===== config.mk =====
export PLATFORM = sky130hd
export DESIGN_NAME = mc_main_control
export DESIGN_NICKNAME = d
export VERILOG_FILES = /design/src/rtl/mc_main_control.sv
export SDC_FILE = /design/constraint.sdc
export NUM_CORES = 1
export LEC_CHECK = 0
export BUFFER_PORTS_ARGS = -buffer_cell sky130_fd_sc_hd__buf_2
export CORE_MARGIN = 4
export CORE_UTILIZATION = 49
export CTS_BUF_LIST = sky130_fd_sc_hd__clkbuf_8 sky130_fd_sc_hd__clkbuf_16
export CTS_CLUSTER_DIAMETER = 80
export DETAILED_ROUTE_END_ITERATION = 8
export MAX_ROUTING_LAYER = met4
export PLACE_DENSITY = 0.88
export SLEW_MARGIN = 20
export SYNTH_ARGS = -nofsm -noshare
export SYNTH_HDL_FRONTEND = slang
export SYNTH_SLANG_ARGS = --single-unit

===== constraint.sdc =====
create_clock -name clk -period 2.5 [get_ports clk]
set_clock_uncertainty 0.1 [all_clocks]
set_input_delay 0.125 -clock clk [delete_from_list [all_inputs] [get_ports clk]]
set_output_delay 0.125 -clock clk [all_outputs]
set_load 0.1 [all_outputs]

===== src/rtl/mc_main_control.sv =====
// Multicycle main control FSM: sequences fetch/decode/execute and drives datapath strobes + ALUOp.
// Optional feature macro: CTRL_TRAP_EN (illegal opcode traps until reset instead of acting as NOP).
module mc_main_control #(
    parameter int unsigned MEM_WAIT_MAX = 0
) (
    input  logic       clk,
    input  logic       rst,
    input  logic [5:0] opcode,
    input  logic       mem_ready,
    output logic       pc_write,
    output logic       pc_write_cond,
    output logic       branch_ne,
    output logic       i_or_d,
    output logic       mem_read,
    output logic       mem_write,
    output logic       ir_write,
    output logic       mem_to_reg,
    output logic       reg_dst,
    output logic       reg_write,
    output logic       alu_src_a,
    output logic [1:0] alu_src_b,
    output logic       zero_ext,
    output logic [1:0] pc_source,
    output logic [2:0] ALUOp,
    output logic       mem_timeout,
    output logic       trap,
    output logic [3:0] state
);

    typedef enum logic [3:0] {
        StFetch    = 4'd0,
        StDecode   = 4'd1,
        StMemAddr  = 4'd2,
        StMemRead  = 4'd3,
        StMemWb    = 4'd4,
        StMemWrite = 4'd5,
        StRExec    = 4'd6,
        StRWb      = 4'd7,
        StBranch   = 4'd8,
        StJump     = 4'd9,
        StIExec    = 4'd10,
        StIWb      = 4'd11,
        StTrap     = 4'd12
    } state_e;

    localparam logic [5:0] OpRType = 6'b000000;
    localparam logic [5:0] OpLw    = 6'b100011;
    localparam logic [5:0] OpSw    = 6'b101011;
    localparam logic [5:0] OpBeq   = 6'b000100;
    localparam logic [5:0] OpBne   = 6'b000101;
    localparam logic [5:0] OpJ     = 6'b000010;
    localparam logic [5:0] OpAddi  = 6'b001000;
    localparam logic [5:0] OpAndi  = 6'b001100;
    localparam logic [5:0] OpOri   = 6'b001101;
    localparam logic [5:0] OpXori  = 6'b001110;
    localparam logic [5:0] OpSlti  = 6'b001010;
    localparam logic [5:0] OpSltiu = 6'b001011;

    state_e     r_state;
    state_e     w_next;
    logic [7:0] r_wait;
    logic       w_mem_state;
    logic       w_timeout;

    assign w_mem_state = (r_state == StFetch) || (r_state == StMemRead) ||
                         (r_state == StMemWrite);
    // Abort fires on the MEM_WAIT_MAX-th stall cycle; a ready in that cycle takes priority.
    assign w_timeout = (MEM_WAIT_MAX != 0) && w_mem_state && !mem_ready &&
                       (({24'd0, r_wait} + 32'd1) == MEM_WAIT_MAX);

    always_comb begin
        w_next = r_state;
        unique case (r_state)
            StFetch:    if (mem_ready) w_next = StDecode;
            StDecode: begin
                unique case (opcode)
                    OpLw, OpSw:     w_next = StMemAddr;
                    OpRType:        w_next = StRExec;
                    OpBeq, OpBne:   w_next = StBranch;
                    OpJ:            w_next = StJump;
                    OpAddi, OpAndi, OpOri, OpXori, OpSlti, OpSltiu: w_next = StIExec;
`ifdef CTRL_TRAP_EN
                    default:        w_next = StTrap;
`else
                    default:        w_next = StFetch;
`endif
                endcase
            end
            StMemAddr:  w_next = (opcode == OpLw) ? StMemRead : StMemWrite;
            StMemRead:  if (mem_ready) w_next = StMemWb;
            StMemWrite: if (mem_ready) w_next = StFetch;
            StRExec:    w_next = StRWb;
            StIExec:    w_next = StIWb;
            StTrap:     w_next = StTrap;
            default:    w_next = StFetch;
        endcase
        if (w_timeout) w_next = StFetch;
    end

    always_ff @(posedge clk) begin
        if (rst) begin
            r_state <= StFetch;
            r_wait  <= 8'd0;
        end else begin
            r_state <= w_next;
            if (w_mem_state && !mem_ready && !w_timeout && (w_next == r_state)) begin
                if (r_wait != 8'hFF) r_wait <= r_wait + 8'd1;
            end else begin
                r_wait <= 8'd0;
            end
        end
    end

    always_comb begin
        pc_write      = 1'b0;
        pc_write_cond = 1'b0;
        branch_ne     = 1'b0;
        i_or_d        = 1'b0;
        mem_read      = 1'b0;
        mem_write     = 1'b0;
        ir_write      = 1'b0;
        mem_to_reg    = 1'b0;
        reg_dst       = 1'b0;
        reg_write     = 1'b0;
        alu_src_a     = 1'b0;
        alu_src_b     = 2'b00;
        zero_ext      = 1'b0;
        pc_source     = 2'b00;
        ALUOp         = 3'b000;
        trap          = 1'b0;
        mem_timeout   = w_timeout && !rst;
        state         = rst ? 4'd0 : r_state;
        if (!rst) begin
            unique case (r_state)
                StFetch: begin
                    mem_read  = 1'b1;
                    alu_src_b = 2'b01;
                    ir_write  = mem_ready;
                    pc_write  = mem_ready;
                end
                StDecode:   alu_src_b = 2'b11;
                StMemAddr: begin
                    alu_src_a = 1'b1;
                    alu_src_b = 2'b10;
                end
                StMemRead: begin
                    mem_read = 1'b1;
                    i_or_d   = 1'b1;
                end
                StMemWb: begin
                    reg_write  = 1'b1;
                    mem_to_reg = 1'b1;
                end
                StMemWrite: begin
                    mem_write = 1'b1;
                    i_or_d    = 1'b1;
                end
                StRExec: begin
                    alu_src_a = 1'b1;
                    ALUOp     = 3'b010;
                end
                StRWb: begin
                    reg_write = 1'b1;
                    reg_dst   = 1'b1;
                end
                StBranch: begin
                    alu_src_a     = 1'b1;
                    ALUOp         = 3'b001;
                    pc_write_cond = 1'b1;
                    pc_source     = 2'b01;
                    branch_ne     = (opcode == OpBne);
                end
                StJump: begin
                    pc_write  = 1'b1;
                    pc_source = 2'b10;
                end
                StIExec: begin
                    alu_src_a = 1'b1;
                    alu_src_b = 2'b10;
                    unique case (opcode)
                        OpAndi:  begin ALUOp = 3'b011; zero_ext = 1'b1; end
                        OpOri:   begin ALUOp = 3'b100; zero_ext = 1'b1; end
                        OpXori:  begin ALUOp = 3'b101; zero_ext = 1'b1; end
                        OpSlti:  ALUOp = 3'b110;
                        OpSltiu: ALUOp = 3'b111;
                        default: ALUOp = 3'b000;
                    endcase
                end
                StIWb:      reg_write = 1'b1;
`ifdef CTRL_TRAP_EN
                StTrap:     trap = 1'b1;
`endif
                default: ;
            endcase
        end
    end

endmodule


==> results of run 1 <==
==> routing by layer <==
layer | GRT usage [%] | wire length [µm] | vias up
met5 | - | 0 | -
met4 | 11.4 | 59 | 0
met3 | 1.56 | 198 | 10
met2 | 45.6 | 1220 | 54
met1 | 30.0 | 915 | 411
li1 | - | - | 446
==> synthesized netlist by cell type <==
library cell	instances
a21oi_1	4
a311oi_1	1
a31o_2	1
a31oi_1	1
and2b_1	1
buf_2	1
buf_4	6
buf_6	2
clkbuf_1	1
conb_1	1
dfxtp_1	4
inv_1	5
inv_2	1
maj3_1	1
nand2_1	11
nand2b_1	4
nand3_1	2
nand3_2	1
nand4_1	1
nand4b_1	1
nor2_1	21
nor2_4	1
nor2b_1	3
nor3_1	13
nor3b_1	1
nor4_1	2
nor4_2	1
nor4_4	1
o211ai_1	1
o21a_1	1
o21ai_0	4
o21ai_1	1
o22ai_1	1
o32ai_1	3
or2_1	1
or2_2	1
or2_4	1
or4b_1	1
xnor2_1	2
xor2_1	2
==> logic make-up after synthesis <==
| logic type | share of synthesized area (%) |
|---|---|
| flops | 11.2 |
| compound gates | 16.3 |
| simple gates | 51.7 |
| other cells | 0.527 |
| xor+xnor | 4.92 |
| buf+inv | 13.9 |
| fa+ha+maj | 1.41 |
==> final cells by class <==
cell class | instances | share of cell area, %
multi-input cells | 93 | 64.9
repair buffers | 34 | 18.4
flip-flops and latches | 4 | 8.19
clock buffers | 3 | 4.23
inverters | 6 | 2.30
well taps | 15 | 1.92
==> final timing paths <==
check / slack (ns) / depth (start not counted) / startpoint / to
worst max register to register: 0.63 / 5 / r_state[0]$_SDFFE_PP0P_ / r_state[2]$_SDFFE_PP0P_
worst min register to register: 0.66 / 2 / r_state[1]$_SDFFE_PP0P_ / r_state[1]$_SDFFE_PP0P_
worst max-delay path: 0.14 / 6 / r_state[2]$_SDFFE_PP0P_ / ALUOp[1]
worst min-delay path: 0.22 / 4 / mem_ready / r_state[2]$_SDFFE_PP0P_
==> worst max-delay path, stage by stage (launching register included) <==
cell     delay, ns
dfxtp_1       0.40
inv_1         0.23
nand2_1       0.17
nor2_1        0.17
nand4_1       0.27
o32ai_2       0.20
buf_2         0.47
==> timing repair <==
item	4_1_cts	5_1_grt
resized for setup	0	1
setup endpoints to repair	0	1
hold endpoints to repair	0	0
setup buffers	0	0
hold buffers	0	0
==> cell usage in the layout (no fill, tap or decap), drive strengths merged <==
| master | count |
|---|---|
| a21oi | 4 |
| a311oi | 1 |
| a31o | 1 |
| a31oi | 1 |
| and2b | 1 |
| buf | 33 |
| clkbuf | 4 |
| conb | 2 |
| dfxtp | 4 |
| inv | 6 |
| maj3 | 1 |
| nand2 | 11 |
| nand2b | 4 |
| nand3 | 3 |
| nand4 | 1 |
| nand4b | 1 |
| nor2 | 22 |
| nor2b | 3 |
| nor3 | 13 |
| nor3b | 1 |
| nor4 | 4 |
| o211ai | 1 |
| o21a | 1 |
| o21ai | 5 |
| o22ai | 1 |
| o32ai | 3 |
| or2 | 3 |
| or4b | 1 |
| xnor2 | 2 |
| xor2 | 2 |
==> power breakdown <==
group          leakage [nW]  internal, mW  total, mW  switching (mW)
sequential           0.0325        0.0680     0.0848          0.0168
combinational         0.370        0.0477      0.218           0.171
clock                0.0216         0.103      0.140          0.0374
total                 0.424         0.219      0.444           0.225
==> through the flow <==
step           TNS, ns  power [mW]  instances  instance area, µm²
2_1_floorplan   -0.977       0.266        113                 813
3_5_place_dp         0       0.300        152                 933
4_1_cts              0       0.440        155                 975
5_1_grt              0       0.457        155                 977
6_report             0       0.444        155                 977
3_3_place_gp         0       0.297        152                 933
==> impl_results.md, run 1 <==
* Layout fillers at 105
* Worst setup margin at 0.136 ns
* Final Hold Fails at 0
* DR iter-0 viols at 39
* CP Data Arrival Time at 2.14 ns
* FMAX at 423 MHz
* Clock sinks at 4
* Nets at 151
* Grt total ovfl at 0
* Maximum vdd drop at 0.210 mV
* Gp weighted congestion at 0.898
* Period minus WS final at 2.36 ns
* Area of the mapped netlist at 712 µm²
* RSZ-0062 raised after global routing: false
* Syn Inst Count at 112
* First-pass GRT wire length at 3920 µm
* Vias after detailed routing at 921
* Die width at 46.1 µm
* Worst-Skew Late Latency at 0.22 ns
* Biggest regs: r_state x4
* PD cells at 454 nW/µm²
* Initial core utilization at 53.4%
* Yosys top cell by area: dfxtp_1
* Slew Viols, Final at 0
* Synth area leaders: dfxtp_1 11%, nor2_1 11%, nor3_1 9.1%
* Area of the multi-input gates at 634 µm²
* Hold/Removal Path Class: input pin to register
* CTS Buffer Depth at 2
* Most flop-heavy register: r_state
* Port buffer count at 31
* Cell row count at 13
* Worst Setup Start Kind: register
* Antenna cell count at 0
* Final setup viols at 0
* Total Routing Usage GR at 26.0%
* Register bit total from synthesis at 4
* Clock-pin slew on the worst setup and hold paths at 0.04 ns
* Layout cell share with drive strength beyond 1 at 42.1%
* Slew @ Worst Pin at 0.668 ns
* Drt first pass iters at 4
* Final ANT Viol Nets at 0
* CP Capture Type: primary output
* Dpl ws at 0.394 ns
* Status: complete, no violations
* Leakage at 0.424 nW
* Chip height at 46.1 µm
* Post-synth top area share at 11.2%
* H-tree levels at 1
* Max cap viols at 0
* Post-layout util at 73.3%
* Core box area at 1330 µm²
* Initial antenna violation count at 0
* CP required at 2.28 ns
* Largest net degree at the start of global routing at 15
* CTS tree: yes
* DP HPWL at 1840 µm
* Total wire length at 2390 µm
* Max reg flops at 4
* Layout area overhead at 37.3%
* Root buffer cell: clkbuf_8
* Rel. slew slack at 55.4%
* Die area at 2130 µm²
* CP max FO at 9
* Worst hold slack at 0.215 ns
* Drt drc at 0
* Top Ports at 34
* Crit Path Class: register to primary output
* CTS Buf Count at 3
* Yosys warns at 0
* Post-synthesis sequential area ratio at 11.2%
* Reg area at 80.1 µm²
* Final period utilization at 94.5%
* Avg WL per Cell at 15.4 µm
* Vias in the first global route at 849
* Unique masters post-synth at 40
* Mean Syn Cell Area at 6.36 µm²
* Vias/cell at 5.94
(Power assumes the default switching activity.)
==> run 2, diff against run 1 <==
--- a/config.mk
+++ b/config.mk
@@ -7,12 +7,12 @@
 export LEC_CHECK = 0
 export BUFFER_PORTS_ARGS = -buffer_cell sky130_fd_sc_hd__buf_2
 export CORE_MARGIN = 4
-export CORE_UTILIZATION = 49
+export CORE_UTILIZATION = 25
 export CTS_BUF_LIST = sky130_fd_sc_hd__clkbuf_8 sky130_fd_sc_hd__clkbuf_16
-export CTS_CLUSTER_DIAMETER = 80
 export DETAILED_ROUTE_END_ITERATION = 8
 export MAX_ROUTING_LAYER = met4
-export PLACE_DENSITY = 0.88
+export PLACE_DENSITY = 0.52
+export SETUP_SLACK_MARGIN = 0.1
 export SLEW_MARGIN = 20
 export SYNTH_ARGS = -nofsm -noshare
 export SYNTH_HDL_FRONTEND = slang
==> impl_results.md, run 2 (synthesized netlist as in run 1, its figures left out) <==
* Drt first pass iters at 7 (was 4)
* Slew @ Worst Pin at 0.587 ns (was 0.668 ns)
* Top Ports at 34 (unchanged)
* CP Data Arrival Time at 2.07 ns (was 2.14 ns)
* Vias/cell at 5.05 (was 5.94)
* Antenna cell count at 0 (unchanged)
* Initial antenna violation count at 0 (unchanged)
* Final setup viols at 0 (unchanged)
* Layout fillers at 298 (was 105)
* Final std cells w/o fill at 172 (was 155)
* CP required at 2.28 ns (about the same)
* Gp weighted congestion at 0.874 (was 0.898)
* WP buf/inv at 2 (unchanged)
* Port buffer count at 31 (unchanged)
* Biggest regs: r_state x4 (unchanged)
* Met2 wire length at 1140 µm (was 1220 µm)
* Most common cell after layout, fill and taps aside: buf_2 (unchanged)
* RSZ-0062 raised after global routing: true (was false)
* Layout cell share with drive strength beyond 1 at 43.3% (was 42.1%)
* Die width at 61.4 µm (was 46.1 µm)
* Max cap viols at 0 (unchanged)
* Vias in the first global route at 809 (was 849)
* Slowest stage delay, CP at 0.40 ns (was 0.47 ns)
* Worst Setup Start Kind: register (unchanged)
* Slew Viols, Final at 0 (unchanged)
* CTS Buf Count at 3 (unchanged)
* Avg WL per Cell at 13.0 µm (was 15.4 µm)
* Worst-path cell chain: inv_1, nand2_1, nor2_1, nand4_1, o32ai_4, clkbuf_4 (was inv_1, nand2_1, nor2_1, nand4_1, o32ai_2, buf_2)
* Setup TNS at 0 ns (unchanged)
* Final period utilization at 91.9% (was 94.5%)
* Slowest-stage cell, CP: dfxtp_1 (was buf_2)
* Clock sinks at 4 (unchanged)
* Root buffer cell: clkbuf_8 (unchanged)
* DR WL met3 at 142 µm (was 198 µm)
* Cell row count at 19 (was 13)
* Total Routing Usage GR at 12.6% (was 26.0%)
* Core box area at 2730 µm² (was 1330 µm²)
* Grt total ovfl at 0 (unchanged)
* Commonest cells after routing, fill and taps aside: 27 x buf_2, 17 x nor2_1, 11 x nand2_1 (was 30 x buf_2, 18 x nor2_1, 11 x nand2_1)
* Final ANT Viol Nets at 0 (unchanged)
* Post-CTS Setup Bufs at 0 (unchanged)
* Met1 Wirelength at 904 µm (was 915 µm)
* Crit Path Class: register to primary output (unchanged)
* Dpl ws at 0.324 ns (was 0.394 ns)
* Period minus WS final at 2.30 ns (was 2.36 ns)
* First-pass GRT wire length at 3510 µm (was 3920 µm)
* PD cells at 426 nW/µm² (was 454 nW/µm²)
* Nets at 152 (was 151)
* Die area at 3770 µm² (was 2130 µm²)
* CP delay by family, top: simple AND/OR/NAND/NOR gates (was buffers and inverters)
* Final Hold Fails at 0 (unchanged)
* Worst setup margin at 0.202 ns (was 0.136 ns)
* Drt drc at 0 (unchanged)
* H-tree levels at 1 (unchanged)
* DR iter-0 viols at 34 (was 39)
* Hold/Removal Path Class: input pin to register (unchanged)
* Maximum vdd drop at 0.224 mV (was 0.210 mV)
* FMAX at 435 MHz (was 423 MHz)
* Vias after detailed routing at 868 (was 921)
* Total wire length at 2230 µm (was 2390 µm)
* Most flop-heavy register: r_state (unchanged)
* DR top layer: met4 (unchanged)
* Leakage at 0.428 nW (was 0.424 nW)
* Clock-pin slew on the worst setup and hold paths at 0.03 ns (was 0.04 ns)
* Total Power at 443 µW (was 444 µW)
* CP Capture Type: primary output (unchanged)
* Layout area overhead at 46.0% (was 37.3%)
* Worst-Skew Late Latency at 0.22 ns (about the same)
* Placed cell count at 169 (was 152)
* Initial core utilization at 26.0% (was 53.4%)
* CP max FO at 9 (unchanged)
* Largest net degree at the start of global routing at 15 (unchanged)
* DP HPWL at 1820 µm (was 1840 µm)
* Chip height at 61.4 µm (was 46.1 µm)
* Rel. slew slack at 60.8% (was 55.4%)
* Status: complete, no violations (unchanged)
* Post-layout util at 38.0% (was 73.3%)
* Max reg flops at 4 (unchanged)
* CTS tree: yes (unchanged)
* CTS Buffer Depth at 2 (unchanged)
[run 2: final cells by class]
cell class,count,area [µm²],area share [%]
tap,31,38.8,3.73
clock buffer,3,41.3,3.97
inverter,6,22.5,2.17
timing repair buffer,35,208,20.0
multi-input combinational,93,649,62.5
sequential,4,80.1,7.70
[run 2: worst reg2reg max path: stages, from the launching register on]
cell	delay (ns)
dfxtp_1	0.68
and2b_1	0.33
nand3_2	0.14
nor4_4	0.19
nor3_1	0.09
o32ai_1	0.11
[run 2: layer usage]
| metal | vias to the layer above | GRT usage [%] |
|---|---|---|
| met5 | - | - |
| met4 | 0 | 5.15 |
| met3 | 7 | 1.47 |
| met2 | 30 | 22.7 |
| met1 | 391 | 14.0 |
| li1 | 440 | - |
[run 2: worst paths after layout]
kind	from	end	slack, ns	depth (start not counted)
max	r_state[2]$_SDFFE_PP0P_	ALUOp[1]	0.20	6
min reg2reg	r_state[1]$_SDFFE_PP0P_	r_state[1]$_SDFFE_PP0P_	0.65	2
max reg2reg	r_state[0]$_SDFFE_PP0P_	r_state[2]$_SDFFE_PP0P_	0.76	5
min	mem_ready	r_state[1]$_SDFFE_PP0P_	0.21	4
[run 2: metrics by stage]
step / hold WS, ns / instance area [µm²]
2_1_floorplan: 0.244 / 828
3_3_place_gp: 0.447 / 991
3_5_place_dp: 0.435 / 991
4_1_cts: 0.217 / 1030
5_1_grt: 0.222 / 1040
6_report: 0.215 / 1040
[run 2: repair_timing]
action,in CTS,in global routing
setup endpoints to repair,0,3
resized for setup,0,3
hold buffers,0,0
[run 2: power by group]
group	switching, mW	internal [mW]	total (mW)
combinational	0.171	0.0501	0.221
sequential	0.0149	0.0680	0.0828
clock	0.0360	0.103	0.139
total	0.222	0.221	0.443
